[src/rtl/rs_enc_lfsr.sv]
// Systematic RS(K+4,K) encoder over GF(2^8) (poly 0x11D), valid/ready streaming.
// Optional define RS_ENC_ERR_INJ_EN adds inj_mask, XORed into each symbol loaded into out_data.
module rs_enc_lfsr #(
    parameter int unsigned K = 251
) (
    input  logic       clk,
    input  logic       rstn,
    input  logic       in_valid,
    output logic       in_ready,
    input  logic [7:0] in_data,
    output logic       out_valid,
    input  logic       out_ready,
    output logic [7:0] out_data,
    output logic       out_sop,
    output logic       out_eop
`ifdef RS_ENC_ERR_INJ_EN
    ,
    input  logic [7:0] inj_mask
`endif
);

    typedef enum logic [1:0] {StIdle, StMsg, StPar} state_e;

    localparam logic [7:0] KCnt = 8'(K);

    state_e          r_state, w_state_d;
    logic [7:0]      r_cnt, w_cnt_d, w_cnt_inc;
    logic [3:0][7:0] r_p, w_p_d;
    logic [7:0]      r_out_data, w_data_d;
    logic            r_out_valid, w_valid_d;
    logic            r_out_sop, w_sop_d;
    logic            r_out_eop, w_eop_d;
    logic            w_adv, w_acc;
    logic [7:0]      w_fb, w_mask;

    function automatic logic [7:0] gf_mul(input logic [7:0] a, input logic [7:0] b);
        logic [7:0] p;
        logic [7:0] x;
        p = 8'h00;
        x = a;
        for (int i = 0; i < 8; i++) begin
            if (b[i]) p = p ^ x;
            x = {x[6:0], 1'b0} ^ (x[7] ? 8'h1D : 8'h00);
        end
        return p;
    endfunction

`ifdef RS_ENC_ERR_INJ_EN
    assign w_mask = inj_mask;
`else
    assign w_mask = 8'h00;
`endif

    assign w_adv     = !r_out_valid || out_ready;
    assign in_ready  = ((r_state == StIdle) || (r_state == StMsg)) && w_adv;
    assign w_acc     = in_valid && in_ready;
    assign w_fb      = in_data ^ r_p[3];
    assign w_cnt_inc = r_cnt + 8'd1;

    assign out_valid = r_out_valid;
    assign out_data  = r_out_data;
    assign out_sop   = r_out_sop;
    assign out_eop   = r_out_eop;

    always_comb begin
        w_state_d = r_state;
        w_cnt_d   = r_cnt;
        w_p_d     = r_p;
        w_data_d  = r_out_data;
        w_valid_d = r_out_valid;
        w_sop_d   = r_out_sop;
        w_eop_d   = r_out_eop;
        unique case (r_state)
            StIdle, StMsg: begin
                if (w_acc) begin
                    w_data_d  = in_data ^ w_mask;
                    w_valid_d = 1'b1;
                    w_sop_d   = (r_state == StIdle);
                    w_eop_d   = 1'b0;
                    // LFSR always sees the clean symbol
                    w_p_d[3]  = r_p[2] ^ gf_mul(w_fb, 8'h0F);
                    w_p_d[2]  = r_p[1] ^ gf_mul(w_fb, 8'h36);
                    w_p_d[1]  = r_p[0] ^ gf_mul(w_fb, 8'h78);
                    w_p_d[0]  = gf_mul(w_fb, 8'h40);
                    if (w_cnt_inc == KCnt) begin
                        w_state_d = StPar;
                        w_cnt_d   = 8'd0;
                    end else begin
                        w_state_d = StMsg;
                        w_cnt_d   = w_cnt_inc;
                    end
                end else if (w_adv) begin
                    w_valid_d = 1'b0;
                    w_sop_d   = 1'b0;
                    w_eop_d   = 1'b0;
                end
            end
            StPar: begin
                if (w_adv) begin
                    w_data_d  = r_p[3] ^ w_mask;
                    w_valid_d = 1'b1;
                    w_sop_d   = 1'b0;
                    w_p_d     = {r_p[2], r_p[1], r_p[0], 8'h00};
                    if (r_cnt == 8'd3) begin
                        w_eop_d   = 1'b1;
                        w_state_d = StIdle;
                        w_cnt_d   = 8'd0;
                    end else begin
                        w_eop_d   = 1'b0;
                        w_cnt_d   = w_cnt_inc;
                    end
                end
            end
            default: w_state_d = StIdle;
        endcase
    end

    always_ff @(posedge clk or negedge rstn) begin
        if (!rstn) begin
            r_state     <= StIdle;
            r_cnt       <= 8'd0;
            r_p         <= '0;
            r_out_data  <= 8'h00;
            r_out_valid <= 1'b0;
            r_out_sop   <= 1'b0;
            r_out_eop   <= 1'b0;
        end else begin
            r_state     <= w_state_d;
            r_cnt       <= w_cnt_d;
            r_p         <= w_p_d;
            r_out_data  <= w_data_d;
            r_out_valid <= w_valid_d;
            r_out_sop   <= w_sop_d;
            r_out_eop   <= w_eop_d;
        end
    end

endmodule

[config.mk]
export PLATFORM = sky130hd
export DESIGN_NAME = rs_enc_lfsr
export DESIGN_NICKNAME = d
export VERILOG_FILES = /design/src/rtl/rs_enc_lfsr.sv
export SDC_FILE = /design/constraint.sdc
export NUM_CORES = 1
export LEC_CHECK = 0
export CORE_UTILIZATION = 55
export CTS_CLUSTER_SIZE = 20
export DETAILED_ROUTE_END_ITERATION = 8
export GPL_TIMING_DRIVEN = 1
export PLACE_DENSITY = 0.72
export SLEW_MARGIN = 20
export SYNTH_ARGS = -nofsm -noshare
export SYNTH_HDL_FRONTEND = slang
export SYNTH_SLANG_ARGS = --single-unit
[constraint.sdc]
create_clock -name clk -period 3.43 [get_ports clk]
set_clock_uncertainty 0.05 [all_clocks]
set_input_delay 0.686 -clock clk [delete_from_list [all_inputs] [get_ports clk]]
set_output_delay 0.686 -clock clk [all_outputs]
set_load 0.01 [all_outputs]
# [After elaboration in Yosys (flattened, before gate mapping)]
# Cells that the tools add are included.
[totals] regBits=53 inputBits=12 output_inout_bits=12 wordCells=106
[classes] add_sub_neg=1 n_eq_ne=8 mux=57 n_bitwise=19 reduce_logical=11
[op_table] operator="$mux 8" n=30
[op_table] operator="$xor 8x8->8" n=13
[op_table] operator="$mux 32" n=2
[op_table] operator="$pmux 32 s2" n=1
[op_table] operator="$xor 8x5->8" n=6
[op_table] operator="$pmux 8 s2" n=2
[op_table] operator="$mux 5" n=6
[op_table] operator="$reduce_and 3->1" n=3
[op_table] operator="$add 8x1->8 const B" n=1
[op_table] operator="$eq 8x2->1 const B" n=1
[op_table] operator="$eq 8x8->1 const B" n=1
[op_table] operator="$mux 1" n=8
[op_table] operator="$mux 2" n=4
[op_table] operator="$ne 2x2->1 const B" n=3
[op_table] operator="$pmux 1 s2" n=3
[op_table] operator="$pmux 2 s2" n=1
[op_table] operator="$ne 3x3->1 const B" n=1
[op_table] operator="$eq 2x1->1 const B" n=1
[op_table] operator="$eq 2x2->1 const B" n=1
[op_table] operator="$logic_and 1x1->1" n=2
[op_table] operator="$logic_not 2->1" n=1
[op_table] operator="$logic_or 1x1->1" n=2
[op_table] operator="$reduce_bool 2->1" n=1
[op_table] operator="$reduce_or 2->1" n=1
[op_table] operator="$logic_not 1->1" n=1

# [Longest topological paths before layout]
# Gate-level depths: netlist of the first run.
[logic_depth] word_depth=21 mapped_depth=7 depth_no_buf=7

# [Worst setup path after synthesis of the first run]
# Ideal clock, no wire load.
[synth_timing] path_kind="input-to-reg" startpoint="input in_data[2]" endpoint="register r_p[11] (netlist name)" setup_time_ns=0.082 t_arrival_ns=2.514 required_time_ns=3.298 path_slack_ns=0.784 stages=6 n_path_buf=0 cell_sequence="xnor2_2 xnor3_2 xnor3_1 xor2_1 or3_1 a31oi_1"
[synth_via] elab_chain_len=14
[synth_rtl] item="start, declared" line_no="10" source="input logic [7:0] in_data,"
[synth_rtl] item="$xor 8x8->8" line_no="57" source="assign w_fb = in_data ^ r_p[3];"
[synth_rtl] item="$xor 8x5->8 (5 in series)" line_no="43" source="x = {x[6:0], 1'b0} ^ (x[7] ? 8'h1D : 8'h00);"
[synth_rtl] item="$mux 5" line_no="43"
[synth_rtl] item="$xor 8x5->8" line_no="43"
[synth_rtl] item="$xor 8x8->8" line_no="42" source="if (b[i]) p = p ^ x;"
[synth_rtl] item="$mux 8" line_no="75" source="if (w_acc) begin"
[synth_rtl] item="$mux 8" line_no="73" source="unique case (r_state)"
[synth_rtl] item="$xor 8x8->8" line_no="83" source="w_p_d[1] = r_p[0] ^ gf_mul(w_fb, 8'h78);"
[synth_rtl] item="$mux 32" line_no="75"
[synth_rtl] item="$pmux 32 s2" line_no="73"
[synth_rtl] item="end signal, assigned" line_no="130" source="r_p <= w_p_d;"
[synth_rtl] item="end, declared" line_no="28" source="logic [3:0][7:0] r_p, w_p_d;"
# No other way between the ends. The select of a mux whose other input is x is not followed.
# A chain may end at the register's enable or synchronous reset.

# [Worst setup path after layout of the first run]
[layout_timing] startpoint="input in_data[0]" endpoint="register r_p[11] (netlist name)"
[layout_via] elab_chain_len=18
[layout_rtl] item="$xor 8x8->8" line_no="57"
[layout_rtl] item="$xor 8x5->8 (3 in series)" line_no="43"
[layout_rtl] item="$mux 8" line_no="75"
[layout_rtl] item="$mux 8" line_no="73"
[layout_rtl] item="$xor 8x8->8" line_no="42"
[layout_rtl] item="$mux 8" line_no="75"
[layout_rtl] item="$mux 8" line_no="73"
[layout_rtl] item="$xor 8x8->8" line_no="42"
[layout_rtl] item="$mux 8" line_no="75"
[layout_rtl] item="$mux 8" line_no="73"
[layout_rtl] item="$xor 8x8->8" line_no="42"
[layout_rtl] item="$mux 8" line_no="75"
[layout_rtl] item="$mux 8" line_no="73"
[layout_rtl] item="$xor 8x8->8" line_no="83"
[layout_rtl] item="$mux 32" line_no="75"
[layout_rtl] item="$pmux 32 s2" line_no="73"
# No other way between the ends. The select of a mux whose other input is x is not followed.

==> results of run 1 <==
-- final timing paths --
| path | to | slack, ns |
|---|---|---|
| setup / recovery | r_p[11]$_DFFE_PN0P_ | 0.58 |
| hold / removal | r_p[25]$_DFFE_PN0P_ | 0.43 |
| setup reg to reg | r_cnt[4]$_DFFE_PN0P_ | 0.79 |
| hold reg to reg | out_data[5]$_DFFE_PN0P_ | 0.44 |
| max in group asynchronous | r_p[12]$_DFFE_PN0P_ | 2.44 |
| min in group clk | out_data[5]$_DFFE_PN0P_ | 0.44 |
-- cells in the final DEF, fill, tap and decap left out, types with 2 or more instances in the layout --
cell type	count
dfrtp_1	53
nand2_1	50
o21ai_0	49
xnor2_1	48
nor2_1	23
clkdlybuf4s50_1	22
buf_4	12
xor2_1	9
mux2i_1	8
xnor3_1	6
a31oi_1	6
clkbuf_8	6
xnor3_2	5
or3_1	5
nor2b_1	4
xnor2_2	4
xnor2_4	4
xor3_1	3
inv_1	2
nand3_1	2
nor4_1	2
nand2b_1	2
a21oi_1	2
ha_1	2
-- cell families after synthesis --
family	Yosys count	synth area share, %
buf+inv	16	1.82
xor+xnor	80	31.1
mux	9	2.77
compound gates	64	10.5
simple gates	95	12.8
fa+ha+maj	2	0.759
flops	53	40.2
-- critical path, cell delays in order --
cell and delay [ns]:
clkdlybuf4s50_1 0.43, xnor2_1 0.66, xnor2_4 0.26, xnor3_1 0.39, xor2_1 0.16, or3_1 0.30, a31oi_1 0.16
-- synthesized netlist by cell type, types with 2 or more instances --
master,number
nand3_1,2
xnor3_2,5
a21oi_1,2
mux2i_1,8
inv_1,2
a31oi_1,6
dfrtp_1,53
nand2_1,50
xnor2_1,48
nor2b_1,5
o21ai_0,49
nand2b_1,2
xor3_1,3
ha_1,2
xnor2_2,4
or3_1,5
nor2_1,23
xnor3_1,6
xnor2_4,4
nor4_1,2
xor2_1,9
clkbuf_1,14
o21ai_1,2
-- routing by layer --
| metal | up-vias | wire length, um |
|---|---|---|
| li1 | 1130 | - |
| met1 | 1070 | 3100 |
| met2 | 33 | 2920 |
| met3 | 5 | 279 |
| met4 | 0 | 72 |
| met5 | - | 0 |
-- layout make-up --
| cell class | count | area (um2) | area share, % |
|---|---|---|---|
| Clock inverter | 2 | 37.5 | 0.990 |
| Inverter | 2 | 7.51 | 0.198 |
| Tap cell | 72 | 90.1 | 2.38 |
| Multi-Input combinational cell | 250 | 1930 | 50.9 |
| Clock buffer | 6 | 82.6 | 2.18 |
| Timing Repair Buffer | 35 | 315 | 8.32 |
| Sequential cell | 53 | 1330 | 35.0 |
-- state kept, by name (all words and copies together), names as in the netlist --
name,cells
out_sop,1
r_state,2
out_data,8
out_valid,1
r_p,32
out_eop,1
r_cnt,8
-- per-stage QoR --
stage / instance area (um2) / util [%] / worst slack (ns)
floorplan: 3300 / - / 0.784
finish: 3790 / 67.2 / 0.580
global placement: 3670 / 65.0 / 0.255
global route: 3790 / 67.2 / 0.447
detailed placement: 3670 / 65.0 / 0.218
CTS: 3790 / 67.2 / 0.555
==> flow_summary.json, run 1 <==
{
  "cts_tree": "done",
  "ys_warn_count": 0,
  "die_h_um": 79.4,
  "num-nets-final": 361,
  "routedWlPerCell_um": 15.2,
  "hold_violations": 0,
  "drive_above_1_share_pct": 11.2,
  "setup-violations-final": 0,
  "grt_pass1_vias": 2175,
  "start_util_pct": 58.5,
  "track_usage_pct": 22.7,
  "gp_congestion": 0.799,
  "fin_crit_sh_pct": 83.1,
  "grt_pass1_wl_um": 10800,
  "dr_total_vias": 2238,
  "synth_top_area_share_pct": 40.2,
  "clock_path_buffers": 2,
  "gr-total-overflow": 0,
  "routed_wl_um": 6370,
  "synthDistinctLibCells": 36,
  "clkTransAtPathRegs_ns": 0.10,
  "antenna_found_initial": 0,
  "root_buffer": "clkbuf_8",
  "cts_buffers": 5,
  "drtIter0Drc": 102,
  "met3_usage_pct": 3.77,
  "critPathKind": "input port to flop",
  "max_freq_ghz": 0.351,
  "hold-worst-slack_ns": 0.433,
  "hold_buffers": 0,
  "grt_max_degree": 70,
  "synthTopCellsByArea": "dfrtp_1, xnor2_1, o21ai_0",
  "place_hpwl_um": 4480,
  "required_ns": 3.63,
  "end_kind": "flop",
  "relSlewSlack_pct": 46.7,
  "dieArea_um2": 6310,
  "ys_ff_latch": 53,
  "dp.cells": 412,
  "syn_to_final_growth_pct": 14.9,
  "maxCapViolations": 0,
  "via_per_inst": 5.33,
  "rsz0062_at_grt": "no",
  "outcome": "completed",
  "portBuffers": 23,
  "tightest_slew_ns": 0.794,
  "antenna_cells": 0,
  "critPathLaunch": "in_data[0]",
  "cts.sinks": 53,
  "slew_viol_final": 0,
  "instances_no_fill": 420,
  "arrival_ns": 3.05,
  "async_flop_share_pct": 100,
  "synth-edff-count": 0,
  "grt-busiest-layer": "met2",
  "use_met1_pct": 33.2,
  "reg2reg_depth": 7,
  "die_w_um": 79.4,
  "worstPathMaxFanout": 7,
  "fillers": 446,
  "final.min_clock_period_ns": 2.85,
  "h-tree-depth": 2,
  "avgSynthCellArea_um2": 10.3,
  "clkLatencyLatePin_ns": 0.31,
  "cts_setup_buffers": 0,
  "startpoint_type": "input port",
  "cts_resized": 0,
  "synthCells": 319,
  "yosysSeqAreaShare_pct": 40.2,
  "r2r_start": "r_cnt[0]$_DFFE_PN0P_",
  "globalRouteMet2Util_pct": 34.9,
  "io_pins": 24,
  "synth_top_cell_by_area": "dfrtp_1",
  "core_um2": 5640,
  "synth_area_um2": 3300,
  "ant_nets": 0,
  "rows": 27,
  "setup_tns_ns": 0,
  "drc": 0,
  "synthesis.nets": 333,
  "hold_class": "input port to async pin",
  "synth_flop_cell": "dfrtp_1",
  "first_pass_iters": 4
}
Power of run 1 is left out: the tool's default activity adds up to more than one toggle a clock period on the data nets, which glitch-free logic cannot reach.
==> run 2, diff against run 1 <==
- CORE_UTILIZATION: 55 -> 53
- PLACE_DENSITY: 0.72 -> 0.73
- clock period: 3.43 -> 2.35 ns (I/O delays scaled with it)
==> flow_summary.json, run 2 (synthesis results as in run 1) <==
{
  "setup_tns_ns": 0,
  "h-tree-depth": 2,
  "portBuffers": 23,
  "clock_path_buffers": 2,
  "cts.sinks": 53,
  "routed_wl_um": 6860,
  "io_pins": 24,
  "dieArea_um2": 6540,
  "instances_no_fill": 457,
  "via_per_inst": 5.28,
  "dr_total_vias": 2413,
  "relSlewSlack_pct": 59.9,
  "fillers": 456,
  "hold_violations": 0,
  "grt_pass1_wl_um": 11300,
  "tightest_slew_ns": 0.601,
  "startpoint_type": "input port",
  "routedWlPerCell_um": 15.0,
  "final_common_cell": "dfrtp_1",
  "arrival_ns": 2.46,
  "start_util_pct": 55.4,
  "grt_pass1_vias": 2432,
  "end_kind": "flop",
  "grt_max_degree": 70,
  "maxCapViolations": 0,
  "dp.cells": 445,
  "largest_register_ffs": 32,
  "root_buffer": "clkbuf_8",
  "fin_crit_sh_pct": 96.8,
  "track_usage_pct": 23.0,
  "required_ns": 2.54,
  "syn_to_final_growth_pct": 26.4,
  "drive_above_1_share_pct": 22.3,
  "outcome": "completed",
  "cts_buffers": 5,
  "largest-register": "r_p",
  "ant_nets": 0,
  "rows": 28,
  "gr-total-overflow": 0,
  "slew_viol_final": 0,
  "layout_common_cells": "dfrtp_1, nand2_1, o21ai_0",
  "clkTransAtPathRegs_ns": 0.10,
  "crit_slowest_cell": "clkdlybuf4s50_1",
  "gp_congestion": 0.819,
  "die_h_um": 80.9,
  "final.min_clock_period_ns": 2.28,
  "die_w_um": 80.9,
  "rsz0062_at_grt": "yes",
  "place_hpwl_um": 4580,
  "antenna_cells": 0,
  "cts_tree": "done",
  "max_freq_ghz": 0.440,
  "max_stage_delay_ns": 0.53,
  "drtIter0Drc": 122,
  "clkLatencyLatePin_ns": 0.31,
  "critPathKind": "input port to flop",
  "first_pass_iters": 4,
  "crit_chain": "clkdlybuf4s50_1 > xnor2_2 > xnor3_2 > xnor2_4 > xnor2_1 > or3_1 > a31oi_1",
  "core_um2": 5960,
  "drc": 0,
  "antenna_found_initial": 0,
  "num-nets-final": 396,
  "worstPathMaxFanout": 3,
  "setup-violations-final": 0,
  "hold_buffers": 0,
  "hold_class": "input port to async pin",
  "rrSetupSlack_ns": 0.08
}
## run 2: cell types whose count changed in the layout (fill, tap and decap cells not counted), moves of 3 or more
cell and change:
clkdlybuf4s50_1 -6, buf_4 +28, xnor2_1 -3, buf_6 +3, buf_12 +4, dlygate4sd2_1 +4
## run 2: per-layer routing
layer	track usage, %	vias to the layer above	wire (um)
met5	0	-	0
met4	8.04	0	88
met3	3.37	8	218
met2	40.1	42	3490
met1	29.0	1162	3060
li1	-	1201	-
## run 2: area by class of cell
| class | count | area [um2] | area share (%) |
|---|---|---|---|
| multi-input cells | 250 | 2000 | 47.9 |
| inverters | 2 | 7.51 | 0.180 |
| repair buffers | 70 | 639 | 15.3 |
| flip-flops and latches | 53 | 1330 | 31.9 |
| clock inverters | 2 | 35.0 | 0.840 |
| well taps | 75 | 93.8 | 2.25 |
| clock buffers | 5 | 68.8 | 1.65 |
## run 2: path summary, 6_finish.rpt
kind,from,depth (start not counted),end
max reg2reg,r_p[27]$_DFFE_PN0P_,8,r_p[14]$_DFFE_PN0P_
min in group clk,out_data[2]$_DFFE_PN0P_,2,out_data[2]$_DFFE_PN0P_
max,in_data[5],7,r_p[18]$_DFFE_PN0P_
min reg2reg,out_data[2]$_DFFE_PN0P_,2,out_data[2]$_DFFE_PN0P_
max in group asynchronous,rstn,2,r_cnt[5]$_DFFE_PN0P_
min,rstn,1,out_data[3]$_DFFE_PN0P_
## run 2: timing repair
item | in CTS | in global routing
setup buffers | 4 | 1
endpoints found under the setup margin | 12 | 14
resized for setup | 9 | 13
pin swaps | 11 | 11
## run 2: critical path: cells and delay by family
kind | cells | cell delay, ns
XOR/XNOR | 4 | 0.96
AO/OA/AOI/OAI | 1 | 0.17
AND/OR/NAND/NOR | 1 | 0.32
buffers and inverters | 1 | 0.53
## run 2: stage by stage
stage | setup slack (ns) | instance area [um2] | utilization (%) | hold slack, ns
after global routing | -0.0197 | 4170 | 70.0 | 0.150
after floorplan | 0.0312 | 3310 | - | 0.124
after CTS | 0.00109 | 4120 | 69.1 | 0.131
final | 0.0747 | 4170 | 70.0 | 0.106
after global placement | -0.411 | 3960 | 66.4 | 0.410
after detailed placement | -0.448 | 3960 | 66.4 | 0.420
Power of run 2 is left out for the same reason.
